<file path="config.mk">
export PLATFORM = sky130hd
export DESIGN_NAME = execute
export DESIGN_NICKNAME = d
export VERILOG_FILES = /design/src/rtl/mips_defs.sv /design/src/rtl/execute_mdu.sv /design/src/rtl/execute.sv
export SDC_FILE = /design/constraint.sdc
export NUM_CORES = 2
export LEC_CHECK = 0
export BUFFER_PORTS_ARGS = -buffer_cell sky130_fd_sc_hd__clkbuf_2
export CAP_MARGIN = 20
export CORE_AREA = 2 2 284 286
export CTS_BUF_LIST = sky130_fd_sc_hd__clkbuf_16
export CTS_CLUSTER_DIAMETER = 30
export DETAILED_ROUTE_END_ITERATION = 7
export DIE_AREA = 0 0 286 288
export PLACE_DENSITY = 0.65
export SLEW_MARGIN = 20
export SYNTH_ARGS = -nofsm -noshare
export SYNTH_HDL_FRONTEND = slang
export SYNTH_SLANG_ARGS = --single-unit
export TNS_END_PERCENT = 5
</file>
<file path="constraint.sdc">
create_clock -name clock -period 16.42 [get_ports clock]
set_input_delay 1.642 -clock clock [delete_from_list [all_inputs] [get_ports clock]]
set_output_delay 1.642 -clock clock [all_outputs]
set_load 0.05 [all_outputs]
</file>
<file path="src/rtl/mips_defs.sv">
// Shared MIPS execute-stage definitions: widths, opcode/func encodings,
// MDU state and operation types, plus the HI/LO dependency helper.
package mips_defs;

   localparam int DATA_WIDTH = 32;
   localparam int REG_WIDTH  = 5;

   localparam logic [5:0] OP_SPECIAL = 6'h00;
   localparam logic [5:0] OP_J       = 6'h02;
   localparam logic [5:0] OP_JAL     = 6'h03;
   localparam logic [5:0] OP_BEQ     = 6'h04;
   localparam logic [5:0] OP_BNE     = 6'h05;
   localparam logic [5:0] OP_BLEZ    = 6'h06;
   localparam logic [5:0] OP_BGTZ    = 6'h07;
   localparam logic [5:0] OP_ADDI    = 6'h08;
   localparam logic [5:0] OP_ADDIU   = 6'h09;
   localparam logic [5:0] OP_SLTI    = 6'h0A;
   localparam logic [5:0] OP_SLTIU   = 6'h0B;
   localparam logic [5:0] OP_ANDI    = 6'h0C;
   localparam logic [5:0] OP_ORI     = 6'h0D;
   localparam logic [5:0] OP_XORI    = 6'h0E;
   localparam logic [5:0] OP_LUI     = 6'h0F;
   localparam logic [5:0] OP_LB      = 6'h20;
   localparam logic [5:0] OP_LW      = 6'h23;
   localparam logic [5:0] OP_LBU     = 6'h24;
   localparam logic [5:0] OP_SB      = 6'h28;
   localparam logic [5:0] OP_SW      = 6'h2B;

   localparam logic [5:0] FN_SLL   = 6'h00;
   localparam logic [5:0] FN_SRL   = 6'h02;
   localparam logic [5:0] FN_SRA   = 6'h03;
   localparam logic [5:0] FN_SLLV  = 6'h04;
   localparam logic [5:0] FN_SRLV  = 6'h06;
   localparam logic [5:0] FN_SRAV  = 6'h07;
   localparam logic [5:0] FN_JR    = 6'h08;
   localparam logic [5:0] FN_JALR  = 6'h09;
   localparam logic [5:0] FN_MFHI  = 6'h10;
   localparam logic [5:0] FN_MFLO  = 6'h12;
   localparam logic [5:0] FN_MULT  = 6'h18;
   localparam logic [5:0] FN_MULTU = 6'h19;
   localparam logic [5:0] FN_DIV   = 6'h1A;
   localparam logic [5:0] FN_DIVU  = 6'h1B;
   localparam logic [5:0] FN_ADD   = 6'h20;
   localparam logic [5:0] FN_ADDU  = 6'h21;
   localparam logic [5:0] FN_SUB   = 6'h22;
   localparam logic [5:0] FN_SUBU  = 6'h23;
   localparam logic [5:0] FN_AND   = 6'h24;
   localparam logic [5:0] FN_OR    = 6'h25;
   localparam logic [5:0] FN_XOR   = 6'h26;
   localparam logic [5:0] FN_NOR   = 6'h27;
   localparam logic [5:0] FN_SLT   = 6'h2A;
   localparam logic [5:0] FN_SLTU  = 6'h2B;

   typedef enum logic {MDU_IDLE, MDU_BUSY} mdu_state_t;

   // Encoded to match func[1:0] of MULT/MULTU/DIV/DIVU.
   typedef enum logic [1:0] {MDU_MULT, MDU_MULTU, MDU_DIV, MDU_DIVU} mdu_op_t;

   function automatic logic uses_hilo(input logic [5:0] opcode, input logic [5:0] func);
      return (opcode == OP_SPECIAL) &&
             (func == FN_MFHI || func == FN_MFLO || func == FN_MULT ||
              func == FN_MULTU || func == FN_DIV || func == FN_DIVU);
   endfunction

endpackage

</file>
<file path="src/rtl/execute_mdu.sv">
// Iterative multiply/divide unit: one shift-add or restoring-divide step per
// cycle on magnitudes, sign fixup and HI/LO update on the final step.
module mdu
   import mips_defs::*;
#(
   parameter int data_width = DATA_WIDTH,
   parameter int mdu_cycles = 32
) (
   input  logic                  clock,
   input  logic                  reset,
   input  logic                  start,
   input  mdu_op_t               op,
   input  logic [data_width-1:0] a,
   input  logic [data_width-1:0] b,
   output logic                  busy,
   output logic [data_width-1:0] hi,
   output logic [data_width-1:0] lo
);
   localparam int CW = $clog2(mdu_cycles + 1);

   mdu_state_t state_reg, state_next;
   logic [CW-1:0] count_reg;
   logic [data_width-1:0] acc_hi_reg, acc_lo_reg, divisor_reg, dividend_reg;
   logic [data_width-1:0] hi_reg, lo_reg;
   logic is_div_reg, div_zero_reg, neg_q_reg, neg_r_reg;
   logic done;

   logic signed_op, a_neg, b_neg;
   logic [data_width-1:0] a_mag, b_mag;
   logic [data_width:0] mul_sum, div_shift, div_diff;
   logic div_ge;
   logic [data_width-1:0] step_hi, step_lo, fin_hi, fin_lo;
   logic [2*data_width-1:0] product;

   assign signed_op = (op == MDU_MULT) || (op == MDU_DIV);
   assign a_neg = signed_op & a[data_width-1];
   assign b_neg = signed_op & b[data_width-1];
   assign a_mag = a_neg ? -a : a;
   assign b_mag = b_neg ? -b : b;

   always_ff @(posedge clock) begin
      if (reset) state_reg <= MDU_IDLE;
      else       state_reg <= state_next;
   end

   always_comb begin
      state_next = state_reg;
      case (state_reg)
         MDU_IDLE: if (start) state_next = MDU_BUSY;
         MDU_BUSY: if (count_reg == '0) state_next = MDU_IDLE;
         default:  state_next = MDU_IDLE;
      endcase
   end

   always_comb begin
      busy = (state_reg == MDU_BUSY);
      done = (state_reg == MDU_BUSY) && (count_reg == '0);
   end

   // acc_hi holds the partial product high half or the running remainder;
   // acc_lo holds the multiplier being shifted out or the quotient shifting in.
   always_comb begin
      mul_sum   = {1'b0, acc_hi_reg} + (acc_lo_reg[0] ? {1'b0, divisor_reg} : '0);
      div_shift = {acc_hi_reg, acc_lo_reg[data_width-1]};
      div_diff  = div_shift - {1'b0, divisor_reg};
      div_ge    = div_shift >= {1'b0, divisor_reg};
      if (is_div_reg) begin
         step_hi = div_ge ? div_diff[data_width-1:0] : div_shift[data_width-1:0];
         step_lo = {acc_lo_reg[data_width-2:0], div_ge};
      end else begin
         step_hi = mul_sum[data_width:1];
         step_lo = {mul_sum[0], acc_lo_reg[data_width-1:1]};
      end
      product = {step_hi, step_lo};
      if (neg_q_reg) product = -product;
      if (!is_div_reg) begin
         fin_hi = product[2*data_width-1:data_width];
         fin_lo = product[data_width-1:0];
      end else if (div_zero_reg) begin
         fin_hi = dividend_reg;
         fin_lo = '1;
      end else begin
         fin_hi = neg_r_reg ? -step_hi : step_hi;
         fin_lo = neg_q_reg ? -step_lo : step_lo;
      end
   end

   always_ff @(posedge clock) begin
      if (reset) begin
         count_reg    <= '0;
         acc_hi_reg   <= '0;
         acc_lo_reg   <= '0;
         divisor_reg  <= '0;
         dividend_reg <= '0;
         hi_reg       <= '0;
         lo_reg       <= '0;
         is_div_reg   <= 1'b0;
         div_zero_reg <= 1'b0;
         neg_q_reg    <= 1'b0;
         neg_r_reg    <= 1'b0;
      end else if (state_reg == MDU_IDLE && start) begin
         count_reg    <= CW'(mdu_cycles - 1);
         acc_hi_reg   <= '0;
         acc_lo_reg   <= a_mag;
         divisor_reg  <= b_mag;
         dividend_reg <= a;
         is_div_reg   <= (op == MDU_DIV) || (op == MDU_DIVU);
         div_zero_reg <= (b == '0);
         neg_q_reg    <= a_neg ^ b_neg;
         neg_r_reg    <= a_neg;
      end else if (busy) begin
         acc_hi_reg <= step_hi;
         acc_lo_reg <= step_lo;
         count_reg  <= count_reg - 1'b1;
         if (done) begin
            hi_reg <= fin_hi;
            lo_reg <= fin_lo;
         end
      end
   end

   assign hi = hi_reg;
   assign lo = lo_reg;

endmodule

</file>
<file path="src/rtl/execute.sv">
// MIPS execute stage: one-cycle ALU, branch/jump resolution and memory
// control, with an iterative MDU that stalls only HI/LO-dependent instructions.
module execute
   import mips_defs::*;
#(
   parameter int data_width = DATA_WIDTH,
   parameter int mdu_cycles = 32
) (
   input  logic                  clock,
   input  logic                  reset,
   input  logic                  enable_execute,
   input  logic [5:0]            opcode_in,
   input  logic [4:0]            rd_in,
   input  logic [4:0]            rt_in,
   input  logic [4:0]            sa_in,
   input  logic [5:0]            func_in,
   input  logic [25:0]           imm_in,
   input  logic [31:0]           pc_in,
   input  logic [data_width-1:0] rs_data_in,
   input  logic [data_width-1:0] rt_data_in,
   output logic                  valid_out,
   output logic [data_width-1:0] alu_result_out,
   output logic [data_width-1:0] store_data_out,
   output logic [4:0]            dest_reg_out,
   output logic                  reg_write_out,
   output logic                  mem_read_out,
   output logic                  mem_write_out,
   output logic                  mem_byte_out,
   output logic                  mem_unsigned_out,
   output logic                  branch_taken_out,
   output logic [31:0]           branch_target_out,
   output logic                  stall_out
);
   logic mdu_busy, mdu_start;
   mdu_op_t mdu_op;
   logic [data_width-1:0] hi, lo;

   logic [31:0] pc_plus4, link, br_target, jump_target;
   logic [data_width-1:0] sext_imm, zext_imm;

   logic valid_next, wr_next, mrd_next, mwr_next, mbyte_next, munsigned_next, taken_next;
   logic [data_width-1:0] alu_next, store_next;
   logic [4:0] dest_next;
   logic [31:0] target_next;

   mdu #(.data_width(data_width), .mdu_cycles(mdu_cycles)) u_mdu (
      .clock (clock),
      .reset (reset),
      .start (mdu_start),
      .op    (mdu_op),
      .a     (rs_data_in),
      .b     (rt_data_in),
      .busy  (mdu_busy),
      .hi    (hi),
      .lo    (lo)
   );

   assign stall_out   = mdu_busy && enable_execute && uses_hilo(opcode_in, func_in);
   assign pc_plus4    = pc_in + 32'd4;
   assign link        = pc_in + 32'd8;
   assign br_target   = pc_plus4 + {{14{imm_in[15]}}, imm_in[15:0], 2'b00};
   assign jump_target = {pc_plus4[31:28], imm_in, 2'b00};
   assign sext_imm    = {{(data_width-16){imm_in[15]}}, imm_in[15:0]};
   assign zext_imm    = {{(data_width-16){1'b0}}, imm_in[15:0]};

   always_comb begin
      valid_next = 1'b0; wr_next = 1'b0; mrd_next = 1'b0; mwr_next = 1'b0;
      mbyte_next = 1'b0; munsigned_next = 1'b0; taken_next = 1'b0;
      alu_next = '0; store_next = '0; dest_next = '0; target_next = '0;
      mdu_start = 1'b0;
      mdu_op = mdu_op_t'(func_in[1:0]);
      if (enable_execute && !stall_out) begin
         valid_next = 1'b1;
         case (opcode_in)
            OP_SPECIAL: begin
               dest_next = rd_in;
               wr_next   = 1'b1;
               case (func_in)
                  FN_SLL:  alu_next = rt_data_in << sa_in;
                  FN_SRL:  alu_next = rt_data_in >> sa_in;
                  FN_SRA:  alu_next = $signed(rt_data_in) >>> sa_in;
                  FN_SLLV: alu_next = rt_data_in << rs_data_in[4:0];
                  FN_SRLV: alu_next = rt_data_in >> rs_data_in[4:0];
                  FN_SRAV: alu_next = $signed(rt_data_in) >>> rs_data_in[4:0];
                  FN_JR: begin
                     wr_next = 1'b0; taken_next = 1'b1; target_next = rs_data_in;
                  end
                  FN_JALR: begin
                     alu_next = link; taken_next = 1'b1; target_next = rs_data_in;
                  end
                  FN_MFHI: alu_next = hi;
                  FN_MFLO: alu_next = lo;
                  FN_MULT, FN_MULTU, FN_DIV, FN_DIVU: begin
                     wr_next = 1'b0; mdu_start = 1'b1;
                  end
                  FN_ADD, FN_ADDU: alu_next = rs_data_in + rt_data_in;
                  FN_SUB, FN_SUBU: alu_next = rs_data_in - rt_data_in;
                  FN_AND:  alu_next = rs_data_in & rt_data_in;
                  FN_OR:   alu_next = rs_data_in | rt_data_in;
                  FN_XOR:  alu_next = rs_data_in ^ rt_data_in;
                  FN_NOR:  alu_next = ~(rs_data_in | rt_data_in);
                  FN_SLT:  alu_next = {{(data_width-1){1'b0}}, $signed(rs_data_in) < $signed(rt_data_in)};
                  FN_SLTU: alu_next = {{(data_width-1){1'b0}}, rs_data_in < rt_data_in};
                  default: begin
                     wr_next = 1'b0; dest_next = '0;
                  end
               endcase
            end
            OP_J:   begin taken_next = 1'b1; target_next = jump_target; end
            OP_JAL: begin
               taken_next = 1'b1; target_next = jump_target;
               alu_next = link; dest_next = 5'd31; wr_next = 1'b1;
            end
            OP_BEQ:  begin target_next = br_target; taken_next = (rs_data_in == rt_data_in); end
            OP_BNE:  begin target_next = br_target; taken_next = (rs_data_in != rt_data_in); end
            OP_BLEZ: begin target_next = br_target; taken_next = ($signed(rs_data_in) <= 0); end
            OP_BGTZ: begin target_next = br_target; taken_next = ($signed(rs_data_in) > 0); end
            OP_ADDI, OP_ADDIU: begin alu_next = rs_data_in + sext_imm; dest_next = rt_in; wr_next = 1'b1; end
            OP_SLTI: begin
               alu_next = {{(data_width-1){1'b0}}, $signed(rs_data_in) < $signed(sext_imm)};
               dest_next = rt_in; wr_next = 1'b1;
            end
            OP_SLTIU: begin
               alu_next = {{(data_width-1){1'b0}}, rs_data_in < sext_imm};
               dest_next = rt_in; wr_next = 1'b1;
            end
            OP_ANDI: begin alu_next = rs_data_in & zext_imm; dest_next = rt_in; wr_next = 1'b1; end
            OP_ORI:  begin alu_next = rs_data_in | zext_imm; dest_next = rt_in; wr_next = 1'b1; end
            OP_XORI: begin alu_next = rs_data_in ^ zext_imm; dest_next = rt_in; wr_next = 1'b1; end
            OP_LUI:  begin alu_next = {imm_in[15:0], {(data_width-16){1'b0}}}; dest_next = rt_in; wr_next = 1'b1; end
            OP_LW, OP_LB, OP_LBU: begin
               alu_next = rs_data_in + sext_imm; dest_next = rt_in; wr_next = 1'b1; mrd_next = 1'b1;
               mbyte_next = (opcode_in != OP_LW);
               munsigned_next = (opcode_in == OP_LBU);
            end
            OP_SW, OP_SB: begin
               alu_next = rs_data_in + sext_imm; store_next = rt_data_in; mwr_next = 1'b1;
               mbyte_next = (opcode_in == OP_SB);
            end
            default: ;
         endcase
      end
   end

   always_ff @(posedge clock) begin
      if (reset) begin
         valid_out <= 1'b0; alu_result_out <= '0; store_data_out <= '0; dest_reg_out <= '0;
         reg_write_out <= 1'b0; mem_read_out <= 1'b0; mem_write_out <= 1'b0; mem_byte_out <= 1'b0;
         mem_unsigned_out <= 1'b0; branch_taken_out <= 1'b0; branch_target_out <= '0;
      end else begin
         valid_out <= valid_next; alu_result_out <= alu_next; store_data_out <= store_next;
         dest_reg_out <= dest_next; reg_write_out <= wr_next && (dest_next != 5'd0);
         mem_read_out <= mrd_next; mem_write_out <= mwr_next; mem_byte_out <= mbyte_next;
         mem_unsigned_out <= munsigned_next; branch_taken_out <= taken_next;
         branch_target_out <= target_next;
      end
   end

endmodule

</file>
# ---- Word level (Yosys, flattened, before mapping)
# Index checks and enable logic that the tools add are counted.
dict set report totals {
  register_bits 311
  latch_bits 0
  mem_bits_rw 0
  mem_bits_ro 0
  input_bits 152
  output_inout_bits 109
  word_cells 192
  memories 0
}
dict set report op_classes {
  add_sub_neg 14
  mul 0
  n_div 0
  magnitude_cmp 7
  n_eq_ne 47
  shift 6
  muxes 39
  bitwise 15
  n_reduce_logical 40
}
# op n
set ops {}
lappend ops {{32-bit case mux with 17 select lines} 1}
lappend ops {{32-bit two-way mux} 15}
lappend ops {{32-bit case mux with 9 select lines} 1}
lappend ops {{32-bit negator} 4}
lappend ops {{32-bit adder} 3}
lappend ops {{32-bit less-than comparator} 3}
lappend ops {{32-bit case mux with 3 select lines} 1}
lappend ops {{6-bit equality test (second input constant)} 15}
lappend ops {{64-bit two-way mux} 1}
lappend ops {{64-bit negator} 1}
lappend ops {{32-bit by 5-bit left shift with 32-bit output} 2}
lappend ops {{32-bit by 5-bit >> shifter with 32-bit output} 2}
lappend ops {{32-bit by 5-bit >>> shifter with 32-bit output} 2}
lappend ops {{32-bit subtractor} 2}
lappend ops {{6-bit by 4-bit equality test with 1-bit output (second input constant)} 10}
lappend ops {{6-bit by 3-bit equality test with 1-bit output (second input constant)} 7}
lappend ops {{6-bit by 5-bit equality test with 1-bit output (second input constant)} 6}
lappend ops {{32-bit by 32-bit adder with 33-bit output} 1}
lappend ops {{33-bit by 32-bit >= comparator with 1-bit output} 1}
lappend ops {{32-bit by 3-bit adder with 32-bit output (second input constant)} 1}
lappend ops {{32-bit by 4-bit adder with 32-bit output (second input constant)} 1}
lappend ops {{32-bit by 16-bit AND with 32-bit output} 1}
lappend ops {{32-bit AND} 1}
lappend ops {{32-bit equality test} 1}
lappend ops {{38 further kinds} 85}

# ---- Logic depth before layout (Yosys ltp)
dict set report logic_depth {
  depth_word 14
  depth_mapped 25
  depth_no_buf 22
}

# ---- By module
# A second synthesis with hierarchy kept.
dict set report unflattened {
  cells_unflattened 5399
  hier_area_um2 38574.5
}
# mod instances cells_per_inst area_per_inst_um2 seq_area_each_um2
set modules_own_cells {}
lappend modules_own_cells {execute 1 3080 21798.4 2162.1}
lappend modules_own_cells {mdu 1 2319 16776.1 4063.9}

# ---- Worst setup path before layout
# Ideal clock, no wire load.
dict set report synth_timing {
  path_type {input port to flip-flop}
  startpoint {input pc_in[5]}
  endpoint {register branch_target_out[30]}
  setup_time_ns 0.071
  arrival_ns 5.471
  required_time_ns 16.349
  setup_slack_ns 10.878
  cell_stages 21
  path_buffers 1
  path_cell_list {clkbuf_1 -> nand3_1 -> nor4_1 -> and3_1 -> and3_1 -> nand2_1 -> xnor2_1 -> ha_1 -> a21oi_1 -> nor2b_1 -> o21ai_0 -> nand2b_1 -> a21oi_1 -> o21ai_0 -> a21o_1 -> a221oi_1 -> o21ai_0 -> o41ai_1 -> xnor2_1 -> nand2_1 -> a21oi_1}
}
dict set report synth_between {
  elab_chain_len 3
}
# element line_no
set synth_lines {}
lappend synth_lines {{start: declaration} execute.sv:18} ;# input logic [31:0] pc_in,
lappend synth_lines {{32-bit by 3-bit adder with 32-bit output *} execute.sv:59} ;# assign pc_plus4 = pc_in + 32'd4;
lappend synth_lines {{32-bit adder} execute.sv:61} ;# assign br_target = pc_plus4 + {{14{imm_in[15]}}, imm_in[15:0], 2'b00};
lappend synth_lines {{32-bit case mux with 3 select lines *} execute.sv:74} ;# case (opcode_in)
lappend synth_lines {{end signal: assignment} execute.sv:155} ;# branch_target_out <= target_next;
lappend synth_lines {{end: declaration} execute.sv:31} ;# output logic [31:0] branch_target_out,
# Every way passes the cells marked *; elsewhere a longest branch is shown, timed or not.
# A chain may end at the register's enable or synchronous reset.

# ---- Final worst setup path
dict set report layout_timing {
  startpoint {register u_mdu.acc_lo_reg[31]}
  endpoint {register u_mdu.hi_reg[28], in the netlist u_mdu.hi[28]}
}
dict set report layout_between {
  elab_chain_len 7
  word_cells_on_any_way 11
  cone_classes {3 x add/sub; 1 x order compare; 7 x mux}
}
# element line_no
set layout_lines {}
lappend layout_lines {{start: declaration} execute_mdu.sv:23} ;# logic [data_width-1:0] acc_hi_reg, acc_lo_reg, divisor_reg, dividend_reg;
lappend layout_lines {{start signal: assignment} execute_mdu.sv:104} ;# acc_lo_reg <= a_mag;
lappend layout_lines {{start signal: assignment} execute_mdu.sv:113} ;# acc_lo_reg <= step_lo;
lappend layout_lines {{32-bit subtractor / 33-bit by 32-bit >= comparator with 1-bit output (equally long branches)} {execute_mdu.sv:65, execute_mdu.sv:66}}
lappend layout_lines {{32-bit two-way mux} execute_mdu.sv:68} ;# step_hi = div_ge ? div_diff[data_width-1:0] : div_shift[data_width-1:0];
lappend layout_lines {{32-bit two-way mux} execute_mdu.sv:67} ;# if (is_div_reg) begin
lappend layout_lines {{32-bit negator} execute_mdu.sv:83} ;# fin_hi = neg_r_reg ? -step_hi : step_hi;
lappend layout_lines {{32-bit two-way mux} execute_mdu.sv:83}
lappend layout_lines {{32-bit two-way mux} execute_mdu.sv:79} ;# end else if (div_zero_reg) begin
lappend layout_lines {{32-bit two-way mux *} execute_mdu.sv:76} ;# if (!is_div_reg) begin
lappend layout_lines {{end signal: assignment} execute_mdu.sv:116} ;# hi_reg <= fin_hi;
lappend layout_lines {{end: declaration} execute_mdu.sv:24} ;# logic [data_width-1:0] hi_reg, lo_reg;
# Marked as above.

==> summary.md <==
| Metric | Value |
|---|---|
| Status | finished, violations left |
| Failing checks | design-rule violations |
| Filler cell count in the final layout | 7,954 |
| Final min period | 6.517 ns |
| Ports | 261 |
| Hpwl dp | 150,600 um |
| Final Hold Vio Count | 0 |
| Post-synth top area share | 17.17% |
| Critical path class | reg -> reg |
| Async S/R FF share, synth | 0% |
| Crit-path max FO | 23 |
| DR vias | 42,784 |
| Site row count | 104 |
| Synth top area cells | dfxtp_1 17%, ha_1 9.5%, mux2i_1 6.8%, a21oi_1 6.4%, nor2_1 5.8% |
| Max-slew violations | 0 |
| Period Utilization, post-route | 39.69% |
| TritonCTS clock tree | yes |
| Flip-flop and latch area | 6235 sq um |
| Pwr per Cell Area | 79.94 nW/um^2 |
| Syn Nets | 5,547 |
| Vias in the first global route | 39,005 |
| Least-Margin Pin Slew | 1.266 ns |
| CTS Hold Bufs | 0 |
| Final setup vio count | 0 |
| Number of flops mapped to enable cells by yosys | 0 |
| Largest net degree at the start of global routing | 79 |
| Avg Synthesized Cell Area | 7.091 sq um |
| DR WL/cell | 31.14 um |
| Syn Inst Count | 5,114 |
| Post-CTS setup buffer count | 0 |
| Root buf cell | clkbuf_16 |
| Die Y | 288 um |
| Nets | 5,662 |
| DIE AREA | 82,370 sq um |
| Post-route ant nets | 0 |
| R2R Setup Slk | 9.90 ns |
| Post-synthesis sequential area ratio | 17.17% |
| Number of library cell types mapped by synthesis | 103 |
| Input/output buffers | 260 |
| Final wirelength | 198,300 um |
| FF+latch count, synth | 311 |
| Post-CTS sizing | 0 |
| Slew margin rel. | 15.34% |
| Synth area leader | dfxtp_1 |
| Clock buffer depth | 3 |
| Crit path DAT | 7.06 ns |
| Share of the core filled with cells | 52.46% |
| Core area | 79,640 sq um |
| DRT Pass-1 Iters | 8 |
| Yosys Warn Count | 0 |
| Req. time, crit path | 16.96 ns |
| Leakage | 17.42 nW |
| Final Skew | 0.03803 ns |
| Die width | 286 um |
| Hold Crit Class | reg -> reg |
| Worst-Skew Late Latency | 0.68 ns |
| Setup TNS | 0 ns |
| H-tree levels | 3 |
| Ys flop type | dfxtp_1 |
| Initial antenna violation count | 18 |
| GPL Wtd Cong | 1.109 |
| CTS clk-pin slew, worst paths | 0.05 ns |
| Multi-input gate area in the final layout | 28,010 sq um |
| RSZ-0062 raised after global routing | no |
| Max frequency | 153.4 MHz |
| CP endpoint kind | flop |
| Num CTS Buffers | 93 |
| Average vias per placed instance | 6.718 |
| Sinks on Clock Net | 311 |
| Synthesized area | 36,260 sq um |
| All-Layer GR Usage | 46.25% |
| Share of layout cells above drive strength 1 | 12.57% |
| First-pass GRT wire length | 278,800 um |
| Max Cap Viol | 0 |
| Gr ovfl total | 0 |
| P&R area growth vs syn | 15.20% |
| Initial Utilization | 45.53% |
| Maximum vdd drop | 0.07026 mV |
| 1st-iter DRT viols | 5,969 |
| Worst setup SP type | flop |
| DRC viols | 13 |
-- synth_stat cells (all sizes together) (49+ instances only) --
master and count:
nand4 49, nor3 109, a211oi 170, ha 275, nor2 563, buf 61
nand3 122, xnor2 220, nand2b 49, a21o 64, mux2i 248, o211ai 62
xor2 89, dfxtp 311, a21oi 467, and2 88, o21ai 336, a22oi 49
clkbuf 297, nand2 541, a31oi 65, inv 218
-- area by class of cell --
type | instances | share of cell area (%)
flip-flops and latches | 311 | 14.92
well taps | 1060 | 3.175
inverters | 220 | 1.977
repair buffers | 379 | 5.281
clock inverters | 78 | 2.001
multi-input cells | 4224 | 67.05
diodes | 4 | 0.02396
clock buffers | 93 | 5.571
-- through the flow --
stage / cell area [sq um] / cells / worst slack, ns / total power, mW / hold WS (ns)
floorplan: 36260 / 5114 / 10.88 / 1.213 / 0.4240
global placement: 38560 / 6194 / 9.662 / 1.507 / 0.4377
detailed placement: 38590 / 6194 / 9.733 / 1.500 / 0.4456
CTS: 41750 / 6365 / 10.11 / 3.304 / 0.4498
global route: 41760 / 6365 / 9.632 / 3.413 / 0.4654
finish: 41770 / 6369 / 9.903 / 3.340 / 0.4512
-- logic make-up after synthesis --
logic type | synth area share, %
adders and majority gates | 9.820
AOI/OAI and AO/OA | 28.94
muxes | 8.616
DFF | 17.17
and+or+nand+nor | 21.79
xor gates and xnor gates | 7.463
buffers and inverters | 6.207
-- worst max-delay path, stage by stage, from the launching register on --
cell	delay (ns)
dfxtp_1	0.60
inv_1	0.09
ha_1	0.37
nand4_1	0.18
or4_1	0.56
or4_4	0.47
o21a_4	0.35
nand2_1	0.11
buf_4	0.31
mux2_2	0.38
nand2_1	0.06
o21ai_0	0.16
inv_1	0.11
ha_1	0.19
inv_1	0.08
nor3_1	0.18
a21oi_1	0.19
nor4b_4	0.61
nand3_4	0.22
or4_4	0.60
and3_1	0.21
o31ai_2	0.24
a221oi_2	0.10
-- worst paths after layout --
check / startpoint / endpoint / cells past startpoint
setup / recovery: u_mdu.acc_lo_reg[31]$_SDFFE_PP0P_ / u_mdu.hi[28]$_SDFFE_PP0P_ / 22
hold / removal: u_mdu.dividend_reg[8]$_SDFFE_PP0P_ / u_mdu.dividend_reg[8]$_SDFFE_PP0P_ / 2
setup reg to reg: u_mdu.acc_lo_reg[31]$_SDFFE_PP0P_ / u_mdu.hi[28]$_SDFFE_PP0P_ / 22
hold reg to reg: u_mdu.dividend_reg[8]$_SDFFE_PP0P_ / u_mdu.dividend_reg[8]$_SDFFE_PP0P_ / 2
-- per-layer routing --
layer / share of wire, % / track usage, % / vias to the layer above / routed length, um
met5: 0.090 / 0 / - / 178
met3: 12 / 11.41 / 610 / 23490
met2: 41 / 67.03 / 2969 / 80980
met1: 40 / 60.60 / 20321 / 78650
met4: 7.6 / 30.59 / 28 / 15010
li1: - / - / 18856 / -
-- report_power, final --
group	switching [mW]	total, mW	internal, mW
sequential	0.00112	0.760	0.759
clock	0.615	1.81	1.20
combinational	0.534	0.768	0.234
total	1.15	3.34	2.19
-- cells in the final DEF (no fill, tap or decap), types with 62 or more instances in the layout --
cell,netlist,layout
nor2_1,563,557
nand2_1,541,540
a21oi_1,467,460
o21ai_0,329,327
dfxtp_1,311,308
ha_1,275,275
clkbuf_2,0,257
mux2i_1,248,241
inv_1,217,223
xnor2_1,220,219
a211oi_1,168,166
buf_4,7,121
nand3_1,121,120
nor3_1,109,105
clkbuf_16,0,93
xor2_1,89,89
and2_1,87,86
a31oi_1,64,64
a21o_1,63,63
o211ai_1,62,62
Power figures use the tool's default switching activity.
